File: config.mk
export PLATFORM = sky130hd
export DESIGN_NAME = hazard_ctrl
export DESIGN_NICKNAME = d
export VERILOG_FILES = /design/src/rtl/hazard_ctrl_pkg.sv /design/src/rtl/hazard_cmp.sv /design/src/rtl/hazard_ctrl.sv
export SDC_FILE = /design/constraint.sdc
export NUM_CORES = 1
export LEC_CHECK = 0
export ABC_AREA = 1
export CAP_MARGIN = 20
export CORE_MARGIN = 5
export CORE_UTILIZATION = 35
export CTS_BUF_LIST = sky130_fd_sc_hd__clkbuf_16
export DETAILED_ROUTE_END_ITERATION = 6
export DONT_BUFFER_PORTS = 1
export HOLD_SLACK_MARGIN = 0.1
export PLACE_DENSITY = 0.56
export SETUP_SLACK_MARGIN = 0.2
export SYNTH_ARGS = -nofsm -noshare
export SYNTH_HDL_FRONTEND = slang
export SYNTH_HIERARCHICAL = 1
export SYNTH_SLANG_ARGS = --single-unit
File: constraint.sdc
create_clock -name clk -period 1.5 [get_ports clk]
set_input_delay 0.375 -clock clk [delete_from_list [all_inputs] [get_ports clk]]
set_output_delay 0.375 -clock clk [all_outputs]
set_load 0.01 [all_outputs]
File: src/rtl/hazard_ctrl_pkg.sv
// Shared pipeline-control definitions: hazard FSM states and default latencies.
package hazard_ctrl_pkg;

  typedef enum logic [1:0] {
    RUN      = 2'd0,
    LD_STALL = 2'd1,
    MC_BUSY  = 2'd2
  } hz_state_e;

  localparam int LOAD_LAT_DEF = 1;
  localparam int MC_LAT_DEF   = 4;

  function automatic int max2(input int a, input int b);
    return (a > b) ? a : b;
  endfunction

endpackage

File: src/rtl/hazard_cmp.sv
// Load-use hit detector: EX-stage load destination matches a live ID-stage source.
module hazard_cmp
  import hazard_ctrl_pkg::*;
#(
  parameter int REG_AW = 5
) (
  input  logic [REG_AW-1:0] rs1_i,
  input  logic [REG_AW-1:0] rs2_i,
  input  logic              use_rs1_i,
  input  logic              use_rs2_i,
  input  logic              mem_read_i,
  input  logic [REG_AW-1:0] rd_i,
  output logic              hit_o
);

  // x0 is hardwired zero, so a load targeting it never creates a dependency
  assign hit_o = mem_read_i && (rd_i != '0) &&
                 ((use_rs1_i && (rs1_i == rd_i)) || (use_rs2_i && (rs2_i == rd_i)));

endmodule

File: src/rtl/hazard_ctrl.sv
// Pipeline hazard controller: load-use stalls, multi-cycle EX holds, branch flushes,
// and a saturating stalled-cycle counter.
module hazard_ctrl
  import hazard_ctrl_pkg::*;
#(
  parameter int REG_AW   = 5,
  parameter int LOAD_LAT = LOAD_LAT_DEF,
  parameter int MC_LAT   = MC_LAT_DEF,
  parameter int PERF_W   = 16
) (
  input  logic              clk,
  input  logic              rst_n,
  input  logic [REG_AW-1:0] if_id_rs1,
  input  logic [REG_AW-1:0] if_id_rs2,
  input  logic              if_id_use_rs1,
  input  logic              if_id_use_rs2,
  input  logic              id_ex_mem_read,
  input  logic [REG_AW-1:0] id_ex_rd,
  input  logic              id_ex_mc_start,
  input  logic              ex_branch_taken,
  output logic              pc_stall,
  output logic              if_id_stall,
  output logic              if_id_flush,
  output logic              id_ex_flush,
  output logic              ex_hold,
  output logic [PERF_W-1:0] stall_cnt
);

  localparam int CNT_W = $clog2(max2(LOAD_LAT, MC_LAT) + 1);
  localparam logic [CNT_W-1:0] LD_INIT = CNT_W'(LOAD_LAT - 1);
  localparam logic [CNT_W-1:0] MC_INIT = CNT_W'(MC_LAT - 1);
  localparam logic [CNT_W-1:0] CNT_ONE = CNT_W'(1);

  hz_state_e         state_q, state_d;
  logic [CNT_W-1:0]  cnt_q, cnt_d;
  logic [PERF_W-1:0] stall_cnt_q;
  logic              hit;
  logic              pc_stall_d, if_id_stall_d, if_id_flush_d, id_ex_flush_d, ex_hold_d;

  hazard_cmp #(.REG_AW(REG_AW)) u_cmp (
    .rs1_i      (if_id_rs1),
    .rs2_i      (if_id_rs2),
    .use_rs1_i  (if_id_use_rs1),
    .use_rs2_i  (if_id_use_rs2),
    .mem_read_i (id_ex_mem_read),
    .rd_i       (id_ex_rd),
    .hit_o      (hit)
  );

  always_comb begin
    state_d       = state_q;
    cnt_d         = cnt_q;
    pc_stall_d    = 1'b0;
    if_id_stall_d = 1'b0;
    if_id_flush_d = 1'b0;
    id_ex_flush_d = 1'b0;
    ex_hold_d     = 1'b0;
    case (state_q)
      MC_BUSY: begin
        // EX is frozen, so a branch outcome seen now is not yet real
        pc_stall_d    = 1'b1;
        if_id_stall_d = 1'b1;
        ex_hold_d     = 1'b1;
        cnt_d         = cnt_q - 1'b1;
        if (cnt_q == CNT_ONE) state_d = RUN;
      end
      LD_STALL: begin
        if (ex_branch_taken) begin
          if_id_flush_d = 1'b1;
          id_ex_flush_d = 1'b1;
          cnt_d         = '0;
          state_d       = RUN;
        end else begin
          pc_stall_d    = 1'b1;
          if_id_stall_d = 1'b1;
          id_ex_flush_d = 1'b1;
          cnt_d         = cnt_q - 1'b1;
          if (cnt_q == CNT_ONE) state_d = RUN;
        end
      end
      default: begin
        if (ex_branch_taken) begin
          if_id_flush_d = 1'b1;
          id_ex_flush_d = 1'b1;
        end else if (id_ex_mc_start) begin
          pc_stall_d    = 1'b1;
          if_id_stall_d = 1'b1;
          ex_hold_d     = 1'b1;
          if (MC_LAT > 1) begin
            state_d = MC_BUSY;
            cnt_d   = MC_INIT;
          end
        end else if (hit) begin
          pc_stall_d    = 1'b1;
          if_id_stall_d = 1'b1;
          id_ex_flush_d = 1'b1;
          if (LOAD_LAT > 1) begin
            state_d = LD_STALL;
            cnt_d   = LD_INIT;
          end
        end
      end
    endcase
  end

  always_ff @(posedge clk or negedge rst_n) begin
    if (!rst_n) begin
      state_q     <= RUN;
      cnt_q       <= '0;
      stall_cnt_q <= '0;
    end else begin
      state_q <= state_d;
      cnt_q   <= cnt_d;
      if (pc_stall_d && (stall_cnt_q != {PERF_W{1'b1}}))
        stall_cnt_q <= stall_cnt_q + 1'b1;
    end
  end

  // Combinational paths from inputs must also be silenced while reset is held
  assign pc_stall    = rst_n & pc_stall_d;
  assign if_id_stall = rst_n & if_id_stall_d;
  assign if_id_flush = rst_n & if_id_flush_d;
  assign id_ex_flush = rst_n & id_ex_flush_d;
  assign ex_hold     = rst_n & ex_hold_d;
  assign stall_cnt   = stall_cnt_q;

endmodule

### After elaboration in Yosys (flattened, before gate mapping)

Cells that the tools add are included.

* $add $sub $neg: 2
* eq/ne operators: 7
* mux-type cells: 22
* bitwise operators: 4
* reduce and logical (&&, ||, !) cells: 9

Operators by type and width (count)
* $add A16 B1 Y16 const B: 1
* $ne A16 B16 Y1 const B: 1
* $eq A5 B5 Y1: 2
* $mux W1: 10
* $mux W3: 3
* $mux W2: 4
* $pmux W1 S2: 3
* $pmux W3 S2: 1
* $logic_and A1 B1 Y1: 5
* $reduce_bool A5 Y1: 1
* $and A1 B1 Y1: 4
* $pmux W2 S2: 1
* $eq A3 B1 Y1 const B: 1
* $ne A3 B1 Y1 const B: 1
* $reduce_bool A3 Y1: 1
* $sub A3 B1 Y3 const B: 1
* $eq A2 B1 Y1 const B: 1
* $eq A2 B2 Y1 const B: 1
* $reduce_and A2 Y1: 1
* $logic_or A1 B1 Y1: 1

* bits in registers: 21
* input port bits: 22
* logic and storage cells: 47

### Depth between registers and ports, before layout

Gate-level depths: netlist of run 1.

* depth after elaboration: 9
* gate-level depth with buffers: 14

### Hierarchy

The synthesis of run 1 kept the hierarchy.

Modules (own cells, without submodules)
* hazard_ctrl: times used 1, cells an instance 209, area each 1442.6 µm², sequential area each 525.5 µm²
* hazard_cmp: times used 1, cells an instance 55, area each 216.5 µm², sequential area each 0.0 µm²

### Worst setup path after synthesis of run 1

OpenSTA, ideal clock, no wires.

* path kind: in2out
* from: input id_ex_rd[3]
* to: output pc_stall
* arrival time: 1412 ps
* path slack: -287 ps
* stages on the path: 11
* buffers on the path: 1
* cells stage by stage: inv_1 nand2_1 nand2_1 nor2_1 nand3_1 a21oi_1 nand2_1 nand3_1 nand2_1 nor2_1 buf_4

* longest elaborated chain between the ends: 9
* elaborated cells on any way between the ends: 13
* classes of those cells: 2 x eq/ne; 4 x mux; 1 x bitwise; 6 x reduce/logical

Ends and longest elaborated chain
* from (decl): line hazard_ctrl.sv:18 `input logic [REG_AW-1:0] id_ex_rd,`
* $eq A5 B5 Y1: line hazard_cmp.sv:18 `((use_rs1_i && (rs1_i == rd_i)) || (use_rs2_i && (rs2_i == rd_i)));`
* $logic_and A1 B1 Y1: line hazard_cmp.sv:18
* $logic_or A1 B1 Y1: line hazard_cmp.sv:18
* $logic_and A1 B1 Y1 *: line hazard_cmp.sv:17 `assign hit_o = mem_read_i && (rd_i != '0) &&`
* net hit: line hazard_ctrl.sv:37 `logic hit;`
* $mux W1 * (3 in series)
* $pmux W1 S2 *
* $and A1 B1 Y1 *
* to (decl): line hazard_ctrl.sv:21 `output logic pc_stall,`

Mark *: on every way through the listed nets, which the timed path passes. The rest lies on a longest branch.

### Worst setup path after layout of run 1

* from: register state_q[1]
* to: output id_ex_flush

* longest elaborated chain between the ends: 3
* elaborated cells on any way between the ends: 4
* classes of those cells: 2 x eq/ne; 1 x mux; 1 x bitwise

Ends and longest elaborated chain
* from (decl): line hazard_ctrl.sv:34 `hz_state_e state_q, state_d;`
* from (signal assigned): line hazard_ctrl.sv:112 `state_q <= state_d;`
* $eq A2 B1 Y1 or $eq A2 B2 Y1 (tied branches): line hazard_ctrl.sv:58 `case (state_q)`
* $pmux W1 S2 *: line hazard_ctrl.sv:58
* $and A1 B1 Y1 *: line hazard_ctrl.sv:123 `assign id_ex_flush = rst_n & id_ex_flush_d;`
* to (decl): line hazard_ctrl.sv:24 `output logic id_ex_flush,`

Every way passes the cells marked *; elsewhere a longest branch is shown, timed or not.

==> results of run 1 <==
## worst max-delay path, stage by stage (launching register included)
cell and delay, ps:
dfrtp_1 410, ha_4 320, inv_6 50, nor2_4 100, o21ai_2 60, a21oi_2 180
## placed cells by master, fill, tap and decap left out
cell	count
buf_4	28
nor2_1	25
buf_12	1
a21oi_1	2
dfrtp_1	20
nor3_4	1
xnor2_1	5
ha_1	3
nand4_1	5
nand2_4	5
inv_2	3
o211a_1	1
a21oi_2	3
a211oi_2	1
nand2_1	98
dfrtp_2	1
inv_1	36
nor2_2	5
nand2_2	10
nand3b_1	2
inv_8	2
buf_6	9
nor2_4	4
ha_4	2
buf_16	1
o22ai_2	1
clkbuf_16	3
o21ai_2	2
o22ai_4	1
nand3_1	11
dlygate4sd3_1	1
nand3_2	2
o22ai_1	1
o21ai_0	7
inv_4	3
inv_6	1
## state kept, by name, summed over array words and instances, names as in the netlist
| name | count |
|---|---|
| cnt_q | 3 |
| stall_cnt | 16 |
| state_q | 2 |
## Yosys cell counts (3+ instances only)
cell	count
ha_1	5
o22ai_1	3
nand2_2	6
dfrtp_1	21
a21oi_1	5
nor2_1	31
nand4_1	5
nand2_1	104
inv_1	43
xnor2_1	5
o21ai_0	9
nand3_1	11
## report_power, final
group	switching (W)	internal, W	total, W	leakage, nW
clock	0.000213	0.000356	0.000569	0.0423
sequential	0.0000995	0.000689	0.000788	0.278
combinational	0.000971	0.000777	0.00175	0.886
total	0.00128	0.00182	0.00310	1.21
## routing by layer
layer / share of wire / wire length, µm
met1: 0.46 / 1955
met2: 0.48 / 2055
met3: 0.051 / 220
met4: 0.0098 / 42
met5: 0 / 0
## area by class of cell
| type | instances | area, µm² | area share |
|---|---|---|---|
| multi-input cells | 197 | 1076 | 0.4656 |
| flip-flops and latches | 21 | 526.8 | 0.2279 |
| clock buffers | 3 | 75.07 | 0.03249 |
| clock inverters | 1 | 3.754 | 0.001624 |
| inverters | 44 | 192.7 | 0.08338 |
| repair buffers | 40 | 369.1 | 0.1597 |
| well taps | 54 | 67.56 | 0.02924 |
## how the worst max path moves through the flow
| stage | start | cells after the start | end | slack, ps |
|---|---|---|---|---|
| after floorplan | id_ex_rd[0] | 11 | pc_stall | -150 |
| after global placement | id_ex_rd[3] | 10 | pc_stall | -170 |
| after detailed placement | id_ex_rd[3] | 13 | stall_cnt[6]$_DFFE_PN0P_ | -220 |
| after CTS | state_q[1]$_DFFE_PN0P_ | 5 | id_ex_flush | -240 |
| after global routing | state_q[0]$_DFFE_PN0P_ | 6 | id_ex_flush | -320 |
| final | state_q[1]$_DFFE_PN0P_ | 5 | id_ex_flush | -240 |
## timing repair
item / 4_1_cts / 5_1_grt
gates resized for setup: 30 / 11
hold endpoints to repair: 21 / 0
buffers inserted: 4 / 3
pin swaps: 9 / 2
hold buffers: 1 / 0
endpoints found under the setup margin: 28 / 29
cloned: 1 / 0
## stage by stage
stage	setup TNS (ps)	cell area, µm²
after floorplan	-776.9	1713
after global placement	-2835	1983
after detailed placement	-3485	1983
after CTS	-927.7	2225
after global routing	-1603	2311
final	-965.7	2311
## cells by family (layout without fill, tap and decap cells)
kind of cell    count (synthesis)  after routing
fa+ha+maj                       5              5
compound gates                 19             19
xor+xnor                        5              5
buf+inv                        47             88
flops                          21             21
simple gates                  167            168
==> results.md, run 1 <==
* Antenna-violating nets left at 0
* CP Max Fanout at 5
* Routability Congestion at 0.8588
* IO Port Bufs at 0
* Setup violations, final at 4
* WL/cell at approximately 12 µm
* Util after Layout at 0.4958
* Synth Area in XOR/XNOR at 0.02640
* Starting Density at 0.3560
* Violated checks: setup timing
* Setup WS post-layout at -244.1 ps
* CTS Sinks at 21
* Worst Max-Slew Pin Slew at 330.0 ps
* Normalized max-slew margin at 0.7792
* CTS H-tree lvls at 1
* Startpoint Class: flip-flop
* Nets at 334
* F_max at 0.5734 GHz
* Flop2flop setup slack at roughly 40 ps
* Drt drc at 0
* Yosys warns at 6
* DR vias/cell at 4.658
* Power, Total at 0.003105 W
* Crit path kind: flip-flop to output pin
* CTS tree: done
* Share of layout cells above drive strength 1 at 0.2908
* Mapped Nets at 291
* I/O pins at 43
* Pre-CTS WS at -220.5 ps
* Nature of the critical path endpoint: output pin
* Vias at between 1,500 and 2,000
* Max Cap Violations at 0
* Post-synthesis mux area share at 0
* Avg Inst Size Synth at about 6.3 µm²
* Yosys cell types at 24
* Pwr Density at 1343 nW/µm²
* Die width at approximately 80 µm
* Worst endpoint data arrival time at 1370 ps
* Met2 Resource Use GR at 0.2530
* Post-synth EDFFs at 0
* GR Util met1 at 0.1841
* Flops & latches, synth at 21
* Final cycle utilization of the critical path at 1.163
* Core area at about 4700 µm²
* Synth top area share at 0.3167
* Clk slew on worst S/H paths at 60 ps
* Finished Layout Cells at 360
* Placed Cells at 346
* Ys flop type: dfrtp_1
* Total CTS buffers at 3
* Drt total wl at 4272 µm
* Global route total overflow at 0
* Top Usage Layer GRT: met2
* Main combinational cell family by area after synthesis: simple AND/OR/NAND/NOR gates
* Initial antenna violation count at 0
* Area leader, netlist: dfrtp_1
* Final Hold Viols at 0
* Sequential element share of the synthesized area at 0.3167
* Netlist Area Pre-Place at ~1700 µm²
* Worst hold slack at about 430 ps
* Inserted Diodes at 0
* DP Wirelength at 3127 µm
* Compound-Gate Fraction of Synth Area at 0.06410
* Vias in the first global route at 1,638
* Worst-Skew Late Latency at 250 ps
* Area contributors post-synth: dfrtp_1, nand2_1, inv_1
* Unrepaired setup endpoints after global routing: true
* Max-slew violation count at 0
* GR Layer Usage met3 at 0.03061
* Fill count at 479
* Worst Path Required at 1120 ps
* R2R depth at 7
* Clock Skew at ~3.6 ps
* Path type of the worst min-delay path: input port to asynchronous set/reset pin
* Die area at 6217 µm²
* Area Growth Syn to Fin at 39.29%
* GRT Overall Usage at 0.1456
* Reg2reg start: state_q[1]$_DFFE_PN0P_
* Global-route wire length before repair at between 7000 and 8000 µm
* DRT iter0 DRCs at 73
* FF-to-FF End: stall_cnt[8]$_DFFE_PN0P_
* Async set or reset register ratio after synthesis at 1.000
* Mapped Cells at 264
* Pin count of the biggest net entering global routing at 22
* Die Y at 78.85 µm
* Post-synthesis simple-gate area fraction at 0.4321
* Clk buf depth at 2
* Leakage Power at 1.206 nW
* Max rail drop VDD at approximately 790 µV
* Minimum clock period at 1744 ps
* Pre-antenna DRT Iters at 4
* Root Driver: clkbuf_16
* Post-synthesis adder-cell area fraction at 0.03771
* FP Rows at 25
* Status: complete, but fails checks
Power figures use the tool's default switching activity.
==> run 2: changes to the inputs <==
Settings changed: CORE_UTILIZATION 35 to 32, PLACE_DENSITY 0.56 to 0.52.
==> run 2 against run 1 <==
Effect of this change: the run still ends with setup timing left; power increased by 13%; first-iteration DRC count is 6.8% lower; worst setup slack worse by 46 ps; core utilization is 0.72 points lower; combinational power increased by 23%; critical path type unchanged.
==> results.md, run 2 (synthesized netlist as in run 1, its figures left out) <==
* Util after Layout at 0.4887 (-0.007180)
* DR vias/cell at 4.511 (-3.2%)
* Starting Density at 0.3269 (-0.02905)
* Setup violations, final at 16 (+12)
* Startpoint Class: flip-flop
* Global-route wire length before repair at 6927 µm (-5.6%)
* CTS H-tree lvls at 1 (unchanged)
* Unrepaired setup endpoints after global routing: true
* Status: complete, but fails checks
* Most frequent cells in the layout: nand2_1, inv_1, buf_4
* Area Growth Syn to Fin at 49.47%
* WL/cell at 12.28 µm (+3.4%)
* Global route total overflow at 0 (unchanged)
* Clock Skew at 0.8768 ps (-2.692 ps)
* DRT iter0 DRCs at 68 (-6.8%)
* Worst Max-Slew Pin Slew at 377.9 ps (+47.82 ps)
* Max FFs per register at 16 (unchanged)
* FF-to-FF End: stall_cnt[4]$_DFFE_PN0P_
* Flop2flop setup slack at -130 ps (-170 ps)
* Area of the multi-input gates at 1191 µm² (+11%)
* CTS tree: done
* I/O pins at 43 (unchanged)
* Initial antenna violation count at 0 (unchanged)
* Pre-antenna DRT Iters at 4 (unchanged)
* Max-slew violation count at 0 (unchanged)
* Setup Total Neg Slack at -2236 ps (-1270 ps)
* Nature of the critical path endpoint: output pin
* Final Hold Viols at 0 (unchanged)
* DP Wirelength at 3220 µm (+3.0%)
* GRT Overall Usage at 0.1321 (-0.01344)
* Leakage Power at 1.277 nW (+5.8%)
* Root Driver: clkbuf_16
* Routability Congestion at 0.7961 (-7.3%)
* Clk buf depth at 2 (unchanged)
* Total CTS buffers at 3 (unchanged)
* Max Cap Violations at 0 (unchanged)
* Clk slew on worst S/H paths at 60 ps (about the same)
* Antenna-violating nets left at 0 (unchanged)
* Pin count of the biggest net entering global routing at 22 (unchanged)
* Drt total wl at 4640 µm (+8.6%)
* IO Port Bufs at 0 (unchanged)
* Normalized max-slew margin at 0.7473 (-0.03190)
* CP Max Fanout at 5 (unchanged)
* Nets at 336 (+0.60%)
* F_max at 0.5586 GHz (-2.6%)
* DR top layer: met4
* Crit path kind: flip-flop to output pin
* Reg2reg start: state_q[0]$_DFFE_PN0P_
* Worst Path Required at 1120 ps (about the same)
* Die Y at 82.01 µm (+4.0%)
* Drt drc at 0 (unchanged)
* Met3 wire length at 276 µm (+25%)
* Power, Total at 0.003522 W (+13%)
* Wl on met1 at 2063 µm (+5.5%)
* Pwr Density at 1420 nW/µm² (+5.7%)
* Worst endpoint data arrival time at 1420 ps (+50 ps)
* Fill count at 525 (+9.6%)
* Sequential Area at 528.0 µm² (+0.24%)
* Worst-Skew Late Latency at 250 ps (about the same)
* FP Rows at 26 (+4.0%)
* WL met2 at 2224 µm (+8.2%)
* Minimum clock period at 1790 ps (+46.02 ps)
* Placed cell area at 2011 µm² (+1.4%)
* CTS Sinks at 21 (unchanged)
* Max rail drop VDD at 691.3 µV (-13%)
* Setup WS post-layout at -290.1 ps (-46.02 ps)
* Core area at 5075 µm² (+8.9%)
* Inserted Diodes at 0 (unchanged)
* R2R depth at 10 (+3)
* Final cycle utilization of the critical path at 1.193 (+0.03068)
* Cell area after layout at 2480 µm² (+7.3%)
* Die width at 82.01 µm (+4.0%)
* Most common cell after layout, fill and taps aside: nand2_1
* Share of layout cells above drive strength 1 at 0.3734 (+0.08253)
* Vias in the first global route at 1,584 (-3.3%)
* Die area at 6725 µm² (+8.2%)
* Violated checks: setup timing
* Vias at 1,705 (+1.7%)
* Path type of the worst min-delay path: input port to asynchronous set/reset pin
-- run 2: worst max-delay path by stage --
| stage | start | to | cells after the start | slack (ps) |
|---|---|---|---|---|
| global placement | if_id_rs1[4] | stall_cnt[5]$_DFFE_PN0P_ | 13 | -190 |
| global route | state_q[0]$_DFFE_PN0P_ | ex_hold | 6 | -340 |
| detailed placement | id_ex_rd[3] | stall_cnt[2]$_DFFE_PN0P_ | 13 | -210 |
| finish | state_q[0]$_DFFE_PN0P_ | id_ex_flush | 6 | -290 |
| floorplan | id_ex_rd[0] | pc_stall | 11 | -150 |
| CTS | state_q[1]$_DFFE_PN0P_ | id_ex_flush | 5 | -240 |
-- run 2: per-stage QoR --
step	setup slack, ps	hold slack (ps)	cells
5_1_grt	-337.2	502.1	378
3_5_place_dp	-215.0	80.12	363
2_1_floorplan	-145.3	79.41	264
4_1_cts	-244.7	539.6	372
3_3_place_gp	-187.8	80.12	363
6_report	-290.1	471.9	378
-- run 2: layout make-up --
| type | count | area share |
|---|---|---|
| multi-input cells | 197 | 0.4803 |
| flip-flops and latches | 21 | 0.2129 |
| repair buffers | 42 | 0.1599 |
| inverters | 44 | 0.07972 |
| well taps | 70 | 0.03532 |
| clock buffers | 3 | 0.03027 |
| clock inverters | 1 | 0.001514 |
-- run 2: worst max-delay path, stage by stage, from the launching register on --
cell and delay [ps]:
dfrtp_1 370, inv_2 60, ha_4 300, inv_6 60, nor2_4 100, o21ai_2 70, a21oi_2 200
-- run 2: where the power goes --
group | switching [W] | internal [W] | total, W
combinational | 0.00116 | 0.00101 | 0.00216
clock | 0.000213 | 0.000356 | 0.000569
sequential | 0.0000985 | 0.000690 | 0.000789
-- run 2: what timing repair did --
item,in CTS,in global routing
gates cloned,1,1
hold endpoints to repair,21,0
setup buffers,3,4
pin swaps,9,20
gates resized for setup,28,54
hold buffers,1,0
endpoints found under the setup margin,29,29
-- run 2: per-layer routing --
layer	up-vias	GRT usage
li1	902	-
met3	7	0.03289
met5	-	0
met1	761	0.1579
met4	0	0.03488
met2	35	0.2342
==> run 3: changes to the inputs <==
Settings changed: SLEW_MARGIN from default to 10.
==> results of run 3 <==
The final DEF is identical to that of run 2; final timing and power are the same.
